### config.mk
export PLATFORM = sky130hd
export DESIGN_NAME = pipelined_shifter
export DESIGN_NICKNAME = d
export VERILOG_FILES = /design/src/rtl/shifter_pkg.sv /design/src/rtl/shift_level.sv /design/src/rtl/pipelined_shifter.sv
export SDC_FILE = /design/constraint.sdc
export NUM_CORES = 1
export LEC_CHECK = 0
export BUFFER_PORTS_ARGS = -buffer_cell sky130_fd_sc_hd__buf_2
export CAP_MARGIN = 10
export CORE_UTILIZATION = 59
export CTS_CLUSTER_DIAMETER = 40
export DETAILED_ROUTE_END_ITERATION = 6
export GPL_ROUTABILITY_DRIVEN = 0
export HOLD_SLACK_MARGIN = 0.03
export PLACE_DENSITY = 0.79
export SLEW_MARGIN = 15
export SYNTH_ARGS = -nofsm -noshare
export SYNTH_HDL_FRONTEND = slang
export SYNTH_HIERARCHICAL = 1
export SYNTH_SLANG_ARGS = --single-unit
### constraint.sdc
create_clock -name clk -period 2.4 [get_ports clk]
set_input_delay 0.12 -clock clk [delete_from_list [all_inputs] [get_ports clk]]
set_output_delay 0.12 -clock clk [all_outputs]
set_load 0.005 [all_outputs]
### src/rtl/shifter_pkg.sv
// Shared op codes and level/stage sizing helpers for the pipelined shifter.
package shifter_pkg;

  localparam logic [2:0] OP_ROL = 3'b000;
  localparam logic [2:0] OP_SLL = 3'b001;
  localparam logic [2:0] OP_ROR = 3'b010;
  localparam logic [2:0] OP_SRL = 3'b011;
  localparam logic [2:0] OP_SRA = 3'b100;

  // Number of binary shift levels needed for a power-of-two width.
  function automatic int unsigned log2_width(input int unsigned width);
    int unsigned n;
    n = 0;
    for (int unsigned i = 0; i < 32; i++) begin
      if ((32'd1 << i) < width) n = i + 1;
    end
    return n;
  endfunction

  // Levels handled by a given stage; groups fill from the LSB level upward.
  function automatic int unsigned stage_levels(input int unsigned width,
                                               input int unsigned stages,
                                               input int unsigned stage);
    int unsigned lg;
    int unsigned per;
    int unsigned first;
    int unsigned last;
    lg    = log2_width(width);
    per   = (lg + stages - 1) / stages;
    first = stage * per;
    last  = first + per;
    if (first >= lg) return 0;
    if (last > lg) last = lg;
    return last - first;
  endfunction

endpackage

### src/rtl/shift_level.sv
// One combinational shift/rotate level: moves data by AMOUNT when enabled.
module shift_level
  import shifter_pkg::*;
#(
  parameter int unsigned WIDTH  = 16,
  parameter int unsigned AMOUNT = 1
) (
  input  logic [WIDTH-1:0] data,
  input  logic             enable,
  input  logic [2:0]       oper,
  input  logic             sign,
  output logic [WIDTH-1:0] result_c
);

  // Select the shifted form for this level; invalid codes pass data through.
  always_comb begin
    result_c = data;
    if (enable) begin
      case (oper)
        OP_ROL:  result_c = {data[WIDTH-AMOUNT-1:0], data[WIDTH-1:WIDTH-AMOUNT]};
        OP_SLL:  result_c = {data[WIDTH-AMOUNT-1:0], {AMOUNT{1'b0}}};
        OP_ROR:  result_c = {data[AMOUNT-1:0], data[WIDTH-1:AMOUNT]};
        OP_SRL:  result_c = {{AMOUNT{1'b0}}, data[WIDTH-1:AMOUNT]};
        OP_SRA:  result_c = {{AMOUNT{sign}}, data[WIDTH-1:AMOUNT]};
        default: result_c = data;
      endcase
    end
  end

endmodule

### src/rtl/pipelined_shifter.sv
// Pipelined barrel shifter/rotator with valid/ready handshake and sideband tag.
module pipelined_shifter
  import shifter_pkg::*;
#(
  parameter int unsigned WIDTH       = 16,
  parameter int unsigned PIPE_STAGES = 2,
  parameter int unsigned TAG_W       = 4
) (
  input  logic                         clk,
  input  logic                         rst_n,
  input  logic                         in_valid,
  output logic                         in_ready,
  input  logic [WIDTH-1:0]             in_data,
  input  logic [log2_width(WIDTH)-1:0] in_shamt,
  input  logic [2:0]                   in_oper,
  input  logic [TAG_W-1:0]             in_tag,
  output logic                         out_valid,
  input  logic                         out_ready,
  output logic [WIDTH-1:0]             out_data,
  output logic                         out_err,
  output logic [TAG_W-1:0]             out_tag
);

  localparam int unsigned SHW = log2_width(WIDTH);
  localparam int unsigned LPS = (SHW + PIPE_STAGES - 1) / PIPE_STAGES;

  // Stage inputs (combinational) and stage registers.
  logic             s_valid  [PIPE_STAGES];
  logic [WIDTH-1:0] s_data   [PIPE_STAGES];
  logic [SHW-1:0]   s_shamt  [PIPE_STAGES];
  logic [2:0]       s_oper   [PIPE_STAGES];
  logic             s_sign   [PIPE_STAGES];
  logic             s_err    [PIPE_STAGES];
  logic [TAG_W-1:0] s_tag    [PIPE_STAGES];
  logic [WIDTH-1:0] s_result [PIPE_STAGES];

  logic             r_valid  [PIPE_STAGES];
  logic [WIDTH-1:0] r_data   [PIPE_STAGES];
  logic [SHW-1:0]   r_shamt  [PIPE_STAGES];
  logic [2:0]       r_oper   [PIPE_STAGES];
  logic             r_sign   [PIPE_STAGES];
  logic             r_err    [PIPE_STAGES];
  logic [TAG_W-1:0] r_tag    [PIPE_STAGES];

  logic op_invalid;
  logic advance;

  assign op_invalid = (in_oper > OP_SRA);
  assign advance    = !r_valid[PIPE_STAGES-1] || out_ready;
  assign in_ready   = advance;

  // Feed stage 0 from the ports (invalid ops zeroed up front), later stages from the previous register.
  always_comb begin
    s_valid[0] = in_valid;
    s_data[0]  = op_invalid ? '0 : in_data;
    s_shamt[0] = in_shamt;
    s_oper[0]  = in_oper;
    s_sign[0]  = in_data[WIDTH-1] & ~op_invalid;
    s_err[0]   = op_invalid;
    s_tag[0]   = in_tag;
    for (int unsigned s = 1; s < PIPE_STAGES; s++) begin
      s_valid[s] = r_valid[s-1];
      s_data[s]  = r_data[s-1];
      s_shamt[s] = r_shamt[s-1];
      s_oper[s]  = r_oper[s-1];
      s_sign[s]  = r_sign[s-1];
      s_err[s]   = r_err[s-1];
      s_tag[s]   = r_tag[s-1];
    end
  end

  // Binary levels; the first level of each stage takes that stage's input.
  for (genvar k = 0; k < SHW; k++) begin : g_level
    localparam int unsigned K  = k;
    localparam int unsigned ST = K / LPS;
    logic [WIDTH-1:0] lvl_in;
    logic [WIDTH-1:0] lvl_out;
    if ((K % LPS) == 0) begin : g_head
      assign lvl_in = s_data[ST];
    end else begin : g_chain
      assign lvl_in = g_level[k-1].lvl_out;
    end
    shift_level #(
      .WIDTH  (WIDTH),
      .AMOUNT (32'd1 << K)
    ) u_level (
      .data     (lvl_in),
      .enable   (s_shamt[ST][K]),
      .oper     (s_oper[ST]),
      .sign     (s_sign[ST]),
      .result_c (lvl_out)
    );
  end

  // Per-stage result: output of its last level, or pass-through for an empty stage.
  for (genvar s = 0; s < PIPE_STAGES; s++) begin : g_stage
    localparam int unsigned S  = s;
    localparam int unsigned NL = stage_levels(WIDTH, PIPE_STAGES, S);
    if (NL == 0) begin : g_empty
      assign s_result[s] = s_data[s];
    end else begin : g_full
      assign s_result[s] = g_level[S*LPS + NL - 1].lvl_out;
    end
  end

  // Stage registers: all advance together, all hold when the output is stalled.
  always_ff @(posedge clk or negedge rst_n) begin
    if (!rst_n) begin
      for (int unsigned s = 0; s < PIPE_STAGES; s++) begin
        r_valid[s] <= 1'b0;
        r_data[s]  <= '0;
        r_shamt[s] <= '0;
        r_oper[s]  <= '0;
        r_sign[s]  <= 1'b0;
        r_err[s]   <= 1'b0;
        r_tag[s]   <= '0;
      end
    end else if (advance) begin
      for (int unsigned s = 0; s < PIPE_STAGES; s++) begin
        r_valid[s] <= s_valid[s];
        r_data[s]  <= s_result[s];
        r_shamt[s] <= s_shamt[s];
        r_oper[s]  <= s_oper[s];
        r_sign[s]  <= s_sign[s];
        r_err[s]   <= s_err[s];
        r_tag[s]   <= s_tag[s];
      end
    end
  end

  assign out_valid = r_valid[PIPE_STAGES-1];
  assign out_data  = r_data[PIPE_STAGES-1];
  assign out_err   = r_err[PIPE_STAGES-1];
  assign out_tag   = r_tag[PIPE_STAGES-1];

endmodule

After elaboration in Yosys (flattened, before gate mapping)
Index checks and enable logic that the tools add are counted.

Logic and storage cells: 36. Register bits: 52. Output and inout bits: 23.

Order comparisons: 1. Bitwise gates (word level): 2. Eq/ne operators: 8. Reductions and logical operators: 5. Mux-type cells: 9.

Operators with widths (number): $pmux W16 S5 (3); $mux W16 (5); $pmux W16 S4 (1); $eq A3 B2 Y1 const B (4); $eq A3 B1 Y1 const B (2); $eq A3 B3 Y1 const B (2); $logic_not A3 Y1 (2); $gt A3 B3 Y1 const B (1); $reduce_or A2 Y1 (1); $and A1 B1 Y1 (1); $logic_not A1 Y1 (1); $logic_or A1 B1 Y1 (1); $not A1 Y1 (1).

Longest topological paths before layout
Depth in word-level cells: 7. Mapped depth: 11. Gate-level depth less buffers: 10.

Modules after synthesis
The synthesis kept the hierarchy.

Modules (own cells, without submodules): pipelined_shifter (area an instance 2220.9 µm², sequential area each 1251.2 µm², cells an instance 131, times used 1); shift_level at g_level[2].u_level (area an instance 466.7 µm², sequential area each 0.0 µm², cells an instance 83, times used 1); shift_level at g_level[1].u_level (area an instance 462.9 µm², sequential area each 0.0 µm², cells an instance 73, times used 1); shift_level at g_level[0].u_level (area an instance 427.9 µm², sequential area each 0.0 µm², cells an instance 80, times used 1); shift_level at g_level[3].u_level (area an instance 321.6 µm², sequential area each 0.0 µm², cells an instance 51, times used 1).

Least setup slack after synthesis
Ideal clock, no wire load.

Kind: input port to flip-flop. From: input port in_oper[0]. To: register r_data (netlist bit g_level[2].lvl_in[1]). Arrival time: 1867 ps. Stages: 11. Data required time: 2336 ps. Setup time: 64 ps. Path slack: 469 ps. Buffers on the path: 1. Cells stage by stage: o21ai_1 -> clkbuf_1 -> and2_1 -> nand3b_1 -> a21o_1 -> a31oi_1 -> nor2_1 -> o21ai_0 -> a22oi_1 -> a31oi_1 -> mux2_4.

Elaborated cells between the ends (all ways): 13.

RTL lines: start: declaration (RTL line pipelined_shifter.sv:15) `input logic [2:0] in_oper,`; $gt A3 B3 Y1 (RTL line pipelined_shifter.sv:48) `assign op_invalid = (in_oper > OP_SRA);`; $mux W16 (RTL line pipelined_shifter.sv:55) `s_data[0] = op_invalid ? '0 : in_data;`; named net g_level[0].lvl_in[0] (RTL line pipelined_shifter.sv:76) `logic [WIDTH-1:0] lvl_in;`; $pmux W16 S5 (RTL line shift_level.sv:19) `case (oper)`; $mux W16 (RTL line shift_level.sv:18) `if (enable) begin`; named net g_level[0].lvl_out[15] (RTL line pipelined_shifter.sv:77) `logic [WIDTH-1:0] lvl_out;`; $pmux W16 S5 (RTL line shift_level.sv:19); $mux W16 (RTL line shift_level.sv:18); named net g_level[1].lvl_out[1] (RTL line pipelined_shifter.sv:77); end signal: indexed assignment (RTL line pipelined_shifter.sv:121) `r_data[s] <= s_result[s];`; end: declaration (RTL line pipelined_shifter.sv:38) `logic [WIDTH-1:0] r_data [PIPE_STAGES];`.

The timed path passes the listed nets, and every way through them passes these cells. A chain may end at the register's enable or synchronous reset.

Worst setup path after layout
From: register r_oper[4] in the netlist's numbering. To: register r_data (netlist bit out_data[0]).

Longest elaborated chain between the ends: 5. Elaborated cells between the ends (all ways): 10.

RTL lines: start: declaration (RTL line pipelined_shifter.sv:40) `logic [2:0] r_oper [PIPE_STAGES];`; start signal: indexed assignment (RTL line pipelined_shifter.sv:123) `r_oper[s] <= s_oper[s];`; $eq A3 B3 Y1, or another cell as far along (RTL line shift_level.sv:19); $pmux W16 S5 * (RTL line shift_level.sv:19); $mux W16 * (RTL line shift_level.sv:18); named net g_level[2].lvl_out[8] (RTL line pipelined_shifter.sv:77); $pmux W16 S4 * (RTL line shift_level.sv:19); $mux W16 * (RTL line shift_level.sv:18); named net g_level[3].lvl_out[0] (RTL line pipelined_shifter.sv:77).

Mark *: on every way through the listed nets, which the timed path passes. The rest lies on a longest branch.

==> impl_metrics.toml <==
[outcome]
status = "complete, no violations"

[route]
wl_mm = 8.77
final_antenna_net_count = 0
drc = 0
firstDrtPassIters = 5
first_iter_violations = 327
vias_per_cell = 6.14
routedWlPerCell_um = 16.4
vias = 3292

[critical_path]
crit_path_end_kind = "flip-flop"
crit_type = "flip-flop to flip-flop"
crit_path_max_fanout = 14
cp_data_arrival_time_ns = 2.22
cp-start-kind = "flip-flop"
cp.required_ns = 2.60

[cells_and_area]
mostFrequentLayoutCells = "buf_2, dfrtp_1, mux2_4"
stdcell_area_sq_mm = 0.00420
nets = 489
utilization_pct = 66.2
diodes = 0
area_growth_pct = 7.76
drive_above_1_share_pct = 31.8
mostFrequentLayoutCell = "buf_2"

[synthesis]
synth_compound_area_share_pct = 26.3
synthFlopType = "dfrtp_1"
yosys_warnings = 6
synth_xor_xnor_area_share_pct = 0
synth_edf_count = 0
synth_top_family_by_area = "compound AO/OA/AOI/OAI gates"
synthesis.area_sq_mm = 0.00390
ys_seq_area_share_pct = 32.1
ys_ff_latch = 50
synthMuxAreaShare_pct = 17.1
syn_area_per_cell_sq_um = 9.33
synth-simple-area-share_pct = 15.3
syn_inst = 418
async_flop_share_pct = 100
ys_types = 50
syn_nets = 449
synthAdderAreaFrac_pct = 0

[worst_hold_path]
min_path_type = "input port to flip-flop"

[global_routing]
grt_usage_pct = 26.2
grt_pass1_vias = 3036
antenna_found_initial = 0
grt_overflow = 0
grt_pass1_wl_mm = 14.8
grt_max_degree = 43

[clocking]
cts.repair.resized = 0
htree_levels = 2
cts_max_path_buffers = 2
tritoncts = "done"
cts-root-buf = "clkbuf_8"
cts.clk_slew.worst_paths_ns = 0.09
cts_made_buffers = 5
clkLatencyLatePin_ns = 0.30
cts_sinks = 50

[floorplan]
dieArea_sq_mm = 0.00694
core_sq_mm = 0.00635
std_cell_rows = 29
initial_utilization_pct = 61.4
ios = 54
die_y_um = 83.3
die_x_um = 83.3

[timing]
hold_viol_final = 0
finalClockSkew_ns = 0.00502
slew_headroom_pct = 48.8
min_period_ns = 2.02
finalSetupViolations = 0
fin_crit_sh_pct = 84.1
fin_setup_tns_ns = 0
maxSlewViolCount = 0
fmax_ghz = 0.495
rsz0062_at_grt = "no"
worstMarginPinSlew_ns = 0.765
finalWorstSetupSlack_ns = 0.381

[power]
p_leak_nw = 1.84
pwr-share-clk_pct = 19.6
p_comb_share_pct = 40.2
p_int_w = 0.00199
peakVddDrop_mv = 0.618
powerDensity_mw_per_mm2 = 720
power.net_switching_w = 0.00103
seqPwrFrac_pct = 40.2
netSwitchingFraction_pct = 34.2

[placement]
dp_slack_ns = 0.253
dpl_cell_area_sq_mm = 0.00406
dp_hpwl_mm = 6.18
port_buffers = 53

[run]
cap_violations = 0
[path summary, 6_finish.rpt]
path	from	end	slack [ns]	depth (start not counted)
max	r_oper[4]	out_data[0]	0.38	6
min reg2reg	r_valid[1]	out_valid	0.47	1
min in group asynchronous	rst_n	out_data[1]	0.30	2
min	in_tag[2]	r_tag[6]	0.04	2
max in group asynchronous	rst_n	g_level[2].lvl_in[12]	1.37	3
max reg2reg	r_oper[4]	out_data[0]	0.38	6
[cells in the mapped netlist, types with 10 or more instances]
cell type	number	area [sq um]
buf_2	11	55.1
a21oi_1	36	180
nand2_1	36	135
mux2_4	37	556
a31oi_1	29	181
mux2_2	10	113
and2_1	19	119
dfrtp_1	50	1250
nor2_1	25	93.8
o21ai_0	33	165
o21ai_1	11	55.1
a22oi_1	14	105
inv_1	12	45.0
[worst max-delay path, cell delays in order, from the launching register on]
cell and delay, ns:
dfrtp_1 0.57, o21ai_1 0.23, and2_1 0.40, a31oi_1 0.20, nand4_1 0.14, o21ai_0 0.10, mux2_4 0.26
[kinds of logic (layout without fill, tap and decap cells)]
family	after synthesis	after routing
AO/OA/AOI/OAI	159	159
AND/OR/NAND/NOR	112	112
flip-flops	50	50
buffers and inverters	50	91
multiplexers	47	47
[flip-flops by register name, indices dropped and copies added, names as in the netlist]
name            flops
r_oper              3
r_valid             1
out_err             1
g_level.lvl_in     16
out_valid           1
out_data           16
r_sign              1
r_shamt             2
out_tag             4
r_tag               4
r_err               1
[routing by layer]
| layer | routed length, um | global-route usage [%] | vias up |
|---|---|---|---|
| met5 | 0 | 0 | - |
| met4 | 173 | 9.40 | 0 |
| met3 | 415 | 4.27 | 16 |
| met2 | 4220 | 41.4 | 145 |
| met1 | 3960 | 36.3 | 1531 |
| li1 | - | - | 1600 |
[power by group through the flow]
| stage | registers, W | logic (W) | clock network (W) |
|---|---|---|---|
| 2_1_floorplan | 0.00119 | 0.000948 | 0 |
| 3_3_place_gp | 0.00123 | 0.00118 | 0 |
| 3_5_place_dp | 0.00123 | 0.00120 | 0 |
| 4_1_cts | 0.00122 | 0.00121 | 0.000609 |
| 5_1_grt | 0.00125 | 0.00133 | 0.000638 |
| 6_report | 0.00122 | 0.00122 | 0.000592 |
[stage by stage]
step | total power [W] | std cells | hold slack (ns)
3_3_place_gp | 0.00240 | 525 | 0.106
4_1_cts | 0.00303 | 535 | 0.0302
2_1_floorplan | 0.00214 | 418 | -0.176
3_5_place_dp | 0.00243 | 525 | 0.113
5_1_grt | 0.00322 | 536 | 0.0322
6_report | 0.00302 | 536 | 0.0421
[repair_timing]
action | 4_1_cts | 5_1_grt
hold endpoints to repair | 22 | 1
buffers inserted | 0 | 0
hold buffers | 2 | 1
[final cells by class]
class                      instances  area (sq um)
tap                               77          96.3
multi-input combinational        318          2290
clock inverter                     3          40.0
sequential                        50          1250
clock buffer                       5          68.8
fill                             512          2150
timing repair buffer              70           400
inverter                          13          56.3
No activity file was read; power rests on OpenSTA's default activity.
